`config.mk`:
```
export PLATFORM = sky130hd
export DESIGN_NAME = cms_trace_packetizer
export DESIGN_NICKNAME = d
export VERILOG_FILES = /design/src/rtl/cms_pkg.sv /design/src/rtl/cms_event_counter_bank.sv /design/src/rtl/cms_trace_packetizer.sv
export SDC_FILE = /design/constraint.sdc
export NUM_CORES = 2
export LEC_CHECK = 0
export BUFFER_PORTS_ARGS = -buffer_cell sky130_fd_sc_hd__buf_2
export CAP_MARGIN = 20
export CORE_AREA = 2 2 551 553
export CTS_BUF_LIST = sky130_fd_sc_hd__clkbuf_16
export CTS_CLUSTER_DIAMETER = 80
export CTS_CLUSTER_SIZE = 24
export DETAILED_ROUTE_END_ITERATION = 10
export DIE_AREA = 0 0 553 555
export GPL_TIMING_DRIVEN = 1
export PLACE_DENSITY = 0.33
export SYNTH_ARGS = -nofsm -noshare
export SYNTH_HDL_FRONTEND = slang
export SYNTH_SLANG_ARGS = --single-unit
```
`constraint.sdc`:
```
create_clock -name clk -period 9.7 [get_ports clk]
set_input_delay 0.97 -clock clk [delete_from_list [all_inputs] [get_ports clk]]
set_output_delay 0.97 -clock clk [all_outputs]
set_load 0.01 [all_outputs]
```
`src/rtl/cms_pkg.sv`:
```
// Shared constants for the trace packetizer: control register map,
// capture mode encoding and tdata field offset helpers.
package cms_pkg;

  typedef enum logic [1:0] {
    MODE_OFF   = 2'd0,
    MODE_ALL   = 2'd1,
    MODE_RANGE = 2'd2
  } mode_e;

  localparam int CTRL_MODE  = 0;
  localparam int CTRL_PC_LO = 1;
  localparam int CTRL_PC_HI = 2;
  localparam int CTRL_TLAST = 3;
  localparam int CTRL_HALT  = 4;

  localparam int INSTR_W = 32;
  localparam int PC_LSB  = INSTR_W;

  function automatic int ev_lsb(int xlen, int cnt_w, int idx);
    return PC_LSB + xlen + idx * cnt_w;
  endfunction

  function automatic int pkt_bits(int xlen, int n_ev, int cnt_w);
    return PC_LSB + xlen + n_ev * cnt_w;
  endfunction

endpackage

```
`src/rtl/cms_event_counter_bank.sv`:
```
// Saturating per-event counters; snap_o includes this cycle's events.
// Ports: clk/rst, en_i gate, events_i pulses, clear_i on capture, snap_o.
module cms_event_counter_bank #(
  parameter int NUM_EVENTS = 39,
  parameter int CNT_WIDTH  = 7
) (
  input  logic                            clk,
  input  logic                            rst,
  input  logic                            en_i,
  input  logic [NUM_EVENTS-1:0]           events_i,
  input  logic                            clear_i,
  output logic [NUM_EVENTS*CNT_WIDTH-1:0] snap_o
);

  localparam int W = NUM_EVENTS * CNT_WIDTH;

  logic [W-1:0] cnt_q, cnt_d;

  always_comb begin
    cnt_d = cnt_q;
    for (int i = 0; i < NUM_EVENTS; i++) begin
      if (en_i && events_i[i] &&
          (cnt_q[i*CNT_WIDTH +: CNT_WIDTH] != '1)) begin
        cnt_d[i*CNT_WIDTH +: CNT_WIDTH] =
          cnt_q[i*CNT_WIDTH +: CNT_WIDTH] + CNT_WIDTH'(1);
      end
    end
  end

  assign snap_o = cnt_d;

  // The snapshot already holds this cycle's events, so clearing
  // on capture loses nothing.
  always_ff @(posedge clk) begin
    if (rst || clear_i) cnt_q <= '0;
    else                cnt_q <= cnt_d;
  end

endmodule

```
`src/rtl/cms_trace_packetizer.sv`:
```
// Packs retired instr/pc plus event counts into one AXI-Stream beat.
// Ports: retire/event inputs, control write port, M_AXIS, halt_cpu, stats.
module cms_trace_packetizer
  import cms_pkg::*;
#(
  parameter int XLEN            = 64,
  parameter int NUM_EVENTS      = 39,
  parameter int CNT_WIDTH       = 7,
  parameter int AXI_DATA_WIDTH  = 1024,
  parameter int CTRL_ADDR_WIDTH = 8,
  parameter int CTRL_DATA_WIDTH = 64
) (
  input  logic                       clk,
  input  logic                       rst,
  input  logic [31:0]                instr,
  input  logic [XLEN-1:0]            pc,
  input  logic                       pc_valid,
  input  logic [NUM_EVENTS-1:0]      performance_events,
  input  logic                       en,
  input  logic [CTRL_ADDR_WIDTH-1:0] ctrl_addr,
  input  logic [CTRL_DATA_WIDTH-1:0] ctrl_wdata,
  input  logic                       ctrl_write_enable,
  output logic                       M_AXIS_tvalid,
  output logic [AXI_DATA_WIDTH-1:0]  M_AXIS_tdata,
  output logic                       M_AXIS_tlast,
  input  logic                       M_AXIS_tready,
  output logic                       halt_cpu,
  output logic [63:0]                item_counter,
  output logic [63:0]                dropped_counter,
  output logic [63:0]                halted_cycles
);

  if (pkt_bits(XLEN, NUM_EVENTS, CNT_WIDTH) > AXI_DATA_WIDTH) begin : g_chk
    $error("packet does not fit in AXI_DATA_WIDTH");
  end

  localparam int EVW     = NUM_EVENTS * CNT_WIDTH;
  localparam int EV_BASE = ev_lsb(XLEN, CNT_WIDTH, 0);

  localparam logic [CTRL_ADDR_WIDTH-1:0] A_MODE  = CTRL_ADDR_WIDTH'(CTRL_MODE);
  localparam logic [CTRL_ADDR_WIDTH-1:0] A_LO    = CTRL_ADDR_WIDTH'(CTRL_PC_LO);
  localparam logic [CTRL_ADDR_WIDTH-1:0] A_HI    = CTRL_ADDR_WIDTH'(CTRL_PC_HI);
  localparam logic [CTRL_ADDR_WIDTH-1:0] A_TLAST = CTRL_ADDR_WIDTH'(CTRL_TLAST);
  localparam logic [CTRL_ADDR_WIDTH-1:0] A_HALT  = CTRL_ADDR_WIDTH'(CTRL_HALT);

  logic                      we_q;
  logic                      wr_pulse;
  mode_e                     mode_q;
  logic [XLEN-1:0]           pc_lo_q, pc_hi_q;
  logic [31:0]               tlast_int_q;
  logic                      halt_en_q;
  logic [31:0]               pkt_q, pkt_d, pkt_inc;
  logic                      tvalid_q, tvalid_d;
  logic                      tlast_q, tlast_d;
  logic [AXI_DATA_WIDTH-1:0] tdata_q, tdata_d, pack;
  logic [63:0]               items_q, drop_q, halt_q;
  logic                      in_range, capture, hs, accept, drop;
  logic [EVW-1:0]            snap;
  logic                      ctrl_unused;

  assign ctrl_unused = ^ctrl_wdata;
  assign wr_pulse    = ctrl_write_enable & ~we_q;

  assign in_range = (pc >= pc_lo_q) && (pc <= pc_hi_q);
  assign capture  = en && pc_valid &&
                    ((mode_q == MODE_ALL) ||
                     ((mode_q == MODE_RANGE) && in_range));
  assign hs       = tvalid_q && M_AXIS_tready;
  // A slot emptied this cycle can be refilled without a bubble.
  assign accept   = capture && (!tvalid_q || M_AXIS_tready);
  assign drop     = capture && tvalid_q && !M_AXIS_tready;

  cms_event_counter_bank #(
    .NUM_EVENTS(NUM_EVENTS),
    .CNT_WIDTH (CNT_WIDTH)
  ) u_bank (
    .clk     (clk),
    .rst     (rst),
    .en_i    (en),
    .events_i(performance_events),
    .clear_i (accept),
    .snap_o  (snap)
  );

  always_comb begin
    pack                   = '0;
    pack[31:0]             = instr;
    pack[PC_LSB +: XLEN]   = pc;
    pack[EV_BASE +: EVW]   = snap;
  end

  always_comb begin
    tvalid_d = tvalid_q;
    tdata_d  = tdata_q;
    tlast_d  = tlast_q;
    pkt_d    = pkt_q;
    pkt_inc  = pkt_q + 32'd1;
    if (hs) tvalid_d = 1'b0;
    if (accept) begin
      tvalid_d = 1'b1;
      tdata_d  = pack;
      tlast_d  = (tlast_int_q != 32'd0) && (pkt_inc == tlast_int_q);
      pkt_d    = tlast_d ? 32'd0 : pkt_inc;
    end
    if (wr_pulse && (ctrl_addr == A_TLAST)) pkt_d = 32'd0;
  end

  always_ff @(posedge clk) begin
    if (rst) begin
      we_q        <= 1'b0;
      mode_q      <= MODE_OFF;
      pc_lo_q     <= '0;
      pc_hi_q     <= '1;
      tlast_int_q <= '0;
      halt_en_q   <= 1'b0;
      pkt_q       <= '0;
      tvalid_q    <= 1'b0;
      tdata_q     <= '0;
      tlast_q     <= 1'b0;
      items_q     <= '0;
      drop_q      <= '0;
      halt_q      <= '0;
    end else begin
      we_q     <= ctrl_write_enable;
      pkt_q    <= pkt_d;
      tvalid_q <= tvalid_d;
      tdata_q  <= tdata_d;
      tlast_q  <= tlast_d;
      items_q  <= items_q + 64'(hs);
      drop_q   <= drop_q + 64'(drop);
      halt_q   <= halt_q + 64'(halt_cpu);
      if (wr_pulse) begin
        case (ctrl_addr)
          A_MODE:  mode_q      <= mode_e'(ctrl_wdata[1:0]);
          A_LO:    pc_lo_q     <= XLEN'(ctrl_wdata);
          A_HI:    pc_hi_q     <= XLEN'(ctrl_wdata);
          A_TLAST: tlast_int_q <= 32'(ctrl_wdata);
          A_HALT:  halt_en_q   <= ctrl_wdata[0];
          default: ;
        endcase
      end
    end
  end

  assign halt_cpu = !rst && halt_en_q && (mode_q != MODE_OFF) &&
                    tvalid_q && !M_AXIS_tready;

  assign M_AXIS_tvalid   = tvalid_q;
  assign M_AXIS_tdata    = tdata_q;
  assign M_AXIS_tlast    = tlast_q;
  assign item_counter    = items_q;
  assign dropped_counter = drop_q;
  assign halted_cycles   = halt_q;

endmodule

```
== Word-level counts from Yosys, hierarchy flattened ==
Index checks and enable logic that the tools add are counted.
Cells by class
  bitwise gates (word level): 2
  $add $sub $neg: 43
  equality and inequality tests: 46
  $lt $le $gt $ge: 2
  reductions and logical operators: 108
  mux-type cells: 42
Operators by type and width (number)
  7-bit by 1-bit adder with 7-bit output, second input constant: 39
  7-bit 2-to-1 mux: 39
  7-bit inequality test, second input constant: 39
  64-bit by 1-bit adder with 64-bit output: 3
  1-bit logical AND: 92
  64-bit >= comparator: 1
  64-bit <= comparator: 1
  32-bit by 1-bit adder with 32-bit output, second input constant: 1
  32-bit equality test: 1
  32-bit 2-to-1 mux: 1
  32-bit nonzero test: 1
  8-bit by 2-bit equality test with 1-bit output, second input constant: 2
  2-bit AND reduction: 5
  8-bit by 1-bit equality test with 1-bit output, second input constant: 1
  8-bit by 3-bit equality test with 1-bit output, second input constant: 1
  8-bit zero test: 1
  2-bit nonzero test: 2
  1-bit zero test: 3
  1-bit logical OR: 3
  2-bit by 1-bit equality test with 1-bit output, second input constant: 1
  2-bit equality test, second input constant: 1
  1-bit 2-to-1 mux: 2
  2-bit OR reduction: 1
  1-bit AND: 1
  1-bit NOT: 1
Storage, ports and cells
  output and inout port bits: 1219
  bits in registers: 1032
  logic and storage cells: 257
  bits of input ports: 213

== Depth between registers and ports, before layout ==
  depth after elaboration: 8
  gate-level depth with buffers: 22

== Modules after synthesis ==
A second synthesis with hierarchy kept.
Second synthesis, totals
  cell total of the unflattened synthesis: 5879
  area, all modules: 51974.8 um^2
By module, submodules not included
  cms_trace_packetizer: cells an instance 4347, sequential area each 15194.6 um^2, times used 1, area an instance 37782.5 um^2
  cms_event_counter_bank: cells an instance 1532, sequential area each 5465.2 um^2, times used 1, area an instance 14192.4 um^2

== Worst setup path before layout ==
Ideal clock, no wire load.
  kind: input to register
  start: input port pc[53]
  end: register drop_q[44], in the netlist dropped_counter[44]
  arrival time: 5.545 ns
  data required time: 9.572 ns
  buffers on the path: 0
  cell stages on the path: 21
  path slack: 4.027 ns
  cell sequence: ha_1 and4_1 nor4bb_1 nand4_1 or3_1 o21ai_0 o21a_1 a31oi_1 or2_2 nor2_1 ha_1 ha_1 nand2_1 nor3_1 nand4_1 nor3_1 nor2b_1 and3_1 nand3_1 xor2_1 nor2_1
On the way
  longest elaborated chain between the ends: 8
  elaborated cells on any way between the ends: 9
  those cells by class: add/sub (1); order compare (2); reduce/logical (6)
Ends and longest elaborated chain
  from (decl): RTL line cms_trace_packetizer.sv:16  | input logic [XLEN-1:0] pc,
  64-bit >= comparator or 64-bit <= comparator (tied branches): RTL line cms_trace_packetizer.sv:64  | assign in_range = (pc >= pc_lo_q) && (pc <= pc_hi_q);
  1-bit logical AND (*): RTL line cms_trace_packetizer.sv:64
  1-bit logical AND (*): RTL line cms_trace_packetizer.sv:67  | ((mode_q == MODE_RANGE) && in_range));
  1-bit logical OR (*): RTL line cms_trace_packetizer.sv:66  | ((mode_q == MODE_ALL) ||
  1-bit logical AND (*): RTL line cms_trace_packetizer.sv:65  | assign capture = en && pc_valid &&
  1-bit logical AND (*) (2 in a row): RTL line cms_trace_packetizer.sv:71  | assign drop = capture && tvalid_q && !M_AXIS_tready;
  64-bit by 1-bit adder with 64-bit output (*): RTL line cms_trace_packetizer.sv:130  | drop_q <= drop_q + 64'(drop);
  to (signal assigned): RTL line cms_trace_packetizer.sv:130
  to (decl): RTL line cms_trace_packetizer.sv:56  | logic [63:0] items_q, drop_q, halt_q;
Every way passes the cells marked *; elsewhere a longest branch is shown, timed or not.
A chain may end at the register's enable or synchronous reset.

== Final worst setup path ==
  start: register pc_hi_q[55]
  end: register drop_q[44], in the netlist dropped_counter[44]
On the way
  longest elaborated chain between the ends: 8
Ends and longest elaborated chain
  from (decl): RTL line cms_trace_packetizer.sv:49  | logic [XLEN-1:0] pc_lo_q, pc_hi_q;
  from (signal assigned): RTL line cms_trace_packetizer.sv:136  | A_HI: pc_hi_q <= XLEN'(ctrl_wdata);
  64-bit <= comparator: RTL line cms_trace_packetizer.sv:64
  1-bit logical AND: RTL line cms_trace_packetizer.sv:64
  1-bit logical AND: RTL line cms_trace_packetizer.sv:67
  1-bit logical OR: RTL line cms_trace_packetizer.sv:66
  1-bit logical AND: RTL line cms_trace_packetizer.sv:65
  1-bit logical AND (2 in a row): RTL line cms_trace_packetizer.sv:71
  64-bit by 1-bit adder with 64-bit output: RTL line cms_trace_packetizer.sv:130
No other way between the ends.

==> metrics.md <==
| Metric | Value |
|---|---|
| Status | `finished clean` |
| Area grow syn2layout | `18.9%` |
| Core outline area | `0.301 sq mm` |
| Peak VDD IR | `0.117 mV` |
| Die width | `553 microns` |
| Clock skew | `0.120 ns` |
| WP data required | `10.32 ns` |
| Final setup vio count | `0` |
| CTS Buf Count | `100` |
| Post-DP HPWL | `151000 microns` |
| Sequential share of the synthesized area | `0.424` |
| Synth Area in Simple Gates | `0.188` |
| Worst reg2reg path startpoint | `pc_hi_q[55]$_SDFFE_PP1P_` |
| Hold Vio Cnt, Final | `0` |
| Reg2reg end | `dropped_counter[44]$_SDFF_PP0_` |
| Crit. Startpoint | `pc_hi_q[55]$_SDFFE_PP1P_` |
| Synth cell types | `73` |
| CP Capture Point | `dropped_counter[44]$_SDFF_PP0_` |
| Critical path data arrival time | `8.10 ns` |
| Hold Buf Count CTS | `0` |
| CP Cell Sequence | `inv_1 -> ha_1 -> and4_1 -> nor4bb_2 -> nand4_1 -> or3_1 -> o21ai_0 -> o21a_1 -> a31oi_1 -> buf_4 -> or2_2 -> nor2_1 -> ha_1 -> ha_1 -> nand2_1 -> nor3_1 -> nand4_1 -> nor3_1 -> nor2b_1 -> and3_1 -> nand3_1 -> xor2_1 -> nor2_1` |
| Clock Path Buffers | `4` |
| GRT overflow | `0` |
| DIE AREA | `0.307 sq mm` |
| Initial DRC count | `2131` |
| Initial Utilization | `0.162` |
| Drt drc | `0` |
| Vias in the first global route | `36700` |
| Clk root buf | `clkbuf_16` |
| Layout cells sized above 1 | `0.158` |
| Via/cell ratio | `3.78` |
| Ys flop type | `dfxtp_1` |
| Most frequent cells in the layout | `1032 x dfxtp_1, 972 x nor2_1, 774 x buf_2` |
| Worst skew pair latency | `0.87 ns` |
| Crit-path slowest cell | `nor4bb_2` |
| Max FO, Critical Path | `10` |
| Compound-Gate Fraction of Synth Area | `0.111` |
| Routed WL | `196000 microns` |
| Ports | `1432` |
| H-tree levels | `3` |
| Number of flops mapped to enable cells by yosys | `0` |
| Async S/R FF share, synth | `0` |
| Final Slew Violations | `0` |
| Mux cell area share after synthesis | `0.0286` |
| GRT Total Usage | `0.122` |
| Post-synthesis cell count | `5683` |
| Syn Area/Cell | `8.56 sq um` |
| Pin slew with the least headroom to its limit | `1.10 ns` |
| Final Wtd Congestion | `0.845` |
| Final min period | `7.48 ns` |
| Clock slew at reported path FFs | `0.08 ns` |
| Post-cts resize count | `0` |
| Max-Cap Viols | `0` |
| Wire per inst | `18.8 microns` |
| Post-DRT Antenna Nets | `0` |
| Xor/xnor share of the synthesized area | `0.0685` |
| Max incr delay on CP | `0.86 ns` |
| Type of the worst min-delay path | `input pin to register` |
| P_leak | `23.0 nW` |
| Worst setup SP type | `register` |
| Via count | `39300` |
| Adder-cell area share of the yosys netlist | `0.0447` |
| Commonest non-fill, non-tap cell in the layout | `dfxtp_1` |
| Hold_ws | `0.364 ns` |
| First-pass GRT wire length | `275000 microns` |
| R2R cell count | `23` |
| PwrDens | `154 mW/mm^2` |
| Die Y | `555 microns` |
| Crit end category | `register` |
| CP dominant cell by count | `ha_1` |
| Part of the cycle the worst path needs | `0.771` |
| Post-CTS Setup Repair Bufs | `0` |
| Register bit count reported by yosys | `1032` |
| Largest family of logic cells by synthesized area | `simple AND/OR/NAND/NOR gates` |
| PortBufs | `776` |
| RSZ-0062 raised after global routing | `false` |
| WS Path Type | `register to register` |
| Row count | `202` |
| Slew headroom | `0.270` |
| Initial antenna violation count | `78` |
| Pin count of the biggest net entering global routing | `198` |
| CTS tree | `done` |
| Ys Warns | `0` |
| Nets@finish | `6726` |
| R2R setup slack | `2.22 ns` |
| Drt first pass iters | `5` |
| Synth Cell Area | `0.0487 sq mm` |
| Total clock sinks | `1032` |
| Setup TNS | `0 ns` |
| Fmax | `134 MHz` |
registers in the layout (all words and copies together) (netlist names):
signal	cells
we_q	1
halted_cycles	64
pkt_q	32
tlast_int_q	32
M_AXIS_tdata	369
M_AXIS_tvalid	1
mode_q	2
halt_en_q	1
pc_lo_q	64
u_bank.cnt_q	273
pc_hi_q	64
dropped_counter	64
item_counter	64
M_AXIS_tlast	1
synth_stat cells, drive strengths merged (5+ instances only):
| cell | instances | area [sq um] |
|---|---|---|
| a2111oi | 5 | 43.8 |
| a211o | 65 | 569 |
| a211oi | 279 | 2110 |
| a21o | 11 | 82.6 |
| a21oi | 272 | 1360 |
| a221oi | 7 | 61.3 |
| a31oi | 48 | 300 |
| and2 | 17 | 106 |
| and3 | 37 | 231 |
| and4 | 50 | 438 |
| buf | 686 | 5070 |
| clkbuf | 234 | 880 |
| dfxtp | 1032 | 20700 |
| ha | 174 | 2180 |
| inv | 158 | 593 |
| mux2i | 139 | 1390 |
| nand2 | 495 | 1860 |
| nand2b | 14 | 87.6 |
| nand3 | 177 | 896 |
| nand4 | 120 | 763 |
| nand4b | 8 | 70.1 |
| nor2 | 974 | 3660 |
| nor2b | 17 | 106 |
| nor3 | 36 | 180 |
| nor4 | 35 | 259 |
| o21a | 6 | 45.0 |
| o21ai | 77 | 385 |
| o22ai | 9 | 56.3 |
| o31ai | 13 | 97.6 |
| or2 | 8 | 50.1 |
| or3 | 48 | 300 |
| or4 | 7 | 56.3 |
| xnor2 | 154 | 1350 |
| xor2 | 226 | 1990 |
cells by family (layout without fill, tap and decap cells):
logic type / after synthesis / in the layout
xor gates and xnor gates: 380 / 380
DFF: 1032 / 1032
buffers and inverters: 1078 / 1157
muxes: 139 / 139
and+or+nand+nor: 2054 / 2054
AOI/OAI and AO/OA: 825 / 825
other: 1 / 667
adders and majority gates: 174 / 174
worst min path at each step:
stage | endpoint | start | cells past startpoint
after global routing | pc_hi_q[39]$_SDFFE_PP1P_ | ctrl_wdata[39] | 2
after detailed placement | pc_lo_q[54]$_SDFFE_PP0P_ | pc_lo_q[54]$_SDFFE_PP0P_ | 2
after global placement | pc_lo_q[11]$_SDFFE_PP0P_ | pc_lo_q[11]$_SDFFE_PP0P_ | 2
after floorplan | pc_lo_q[10]$_SDFFE_PP0P_ | pc_lo_q[10]$_SDFFE_PP0P_ | 2
after CTS | pc_hi_q[39]$_SDFFE_PP1P_ | ctrl_wdata[39] | 2
final | pc_hi_q[39]$_SDFFE_PP1P_ | ctrl_wdata[39] | 2
critical path: cells and delay by family (launching register included):
family                   cells  cell delay, ns
AO/OA/AOI/OAI                3            0.43
XOR/XNOR                     1            0.14
adder cells (fa/ha/maj)      3            0.83
buffers and inverters        2            0.26
flip-flops                   1            0.31
AND/OR/NAND/NOR             14            5.24
final cells by class:
| type | count | area [sq um] |
|---|---|---|
| diodes | 12 | 30.0 |
| clock buffers | 101 | 2530 |
| clock inverters | 78 | 815 |
| fillers | 33900 | 243000 |
| inverters | 158 | 593 |
| multi-input cells | 4227 | 24000 |
| flip-flops and latches | 1032 | 20700 |
| well taps | 3978 | 4980 |
| repair buffers | 820 | 4290 |
metal layers:
layer  up-vias  global-route usage  wire, microns
met3       268              0.0562          21400
met5         -                   0            256
met4        40              0.0245           3810
met1     18500               0.154          85100
met2      1197               0.189          85000
li1      19300                   -              -
power breakdown:
group / switching (W) / internal, W
combinational: 0.000348 / 0.000102
clock: 0.00210 / 0.00210
sequential: 0.0000193 / 0.00426
total: 0.00247 / 0.00646
metrics by stage:
| step | cell area [sq um] | power (W) | instances | util | setup WS [ns] |
|---|---|---|---|---|---|
| global placement | 54500 | 0.00482 | 10200 | 0.181 | 0.998 |
| detailed placement | 54500 | 0.00483 | 10200 | 0.181 | 0.886 |
| CTS | 57800 | 0.00916 | 10400 | 0.192 | 1.53 |
| global route | 57800 | 0.00934 | 10400 | 0.192 | 1.30 |
| floorplan | 51100 | 0.00485 | 6337 | - | 4.03 |
| finish | 57900 | 0.00893 | 10400 | 0.192 | 2.22 |
(Power assumes the default switching activity.)
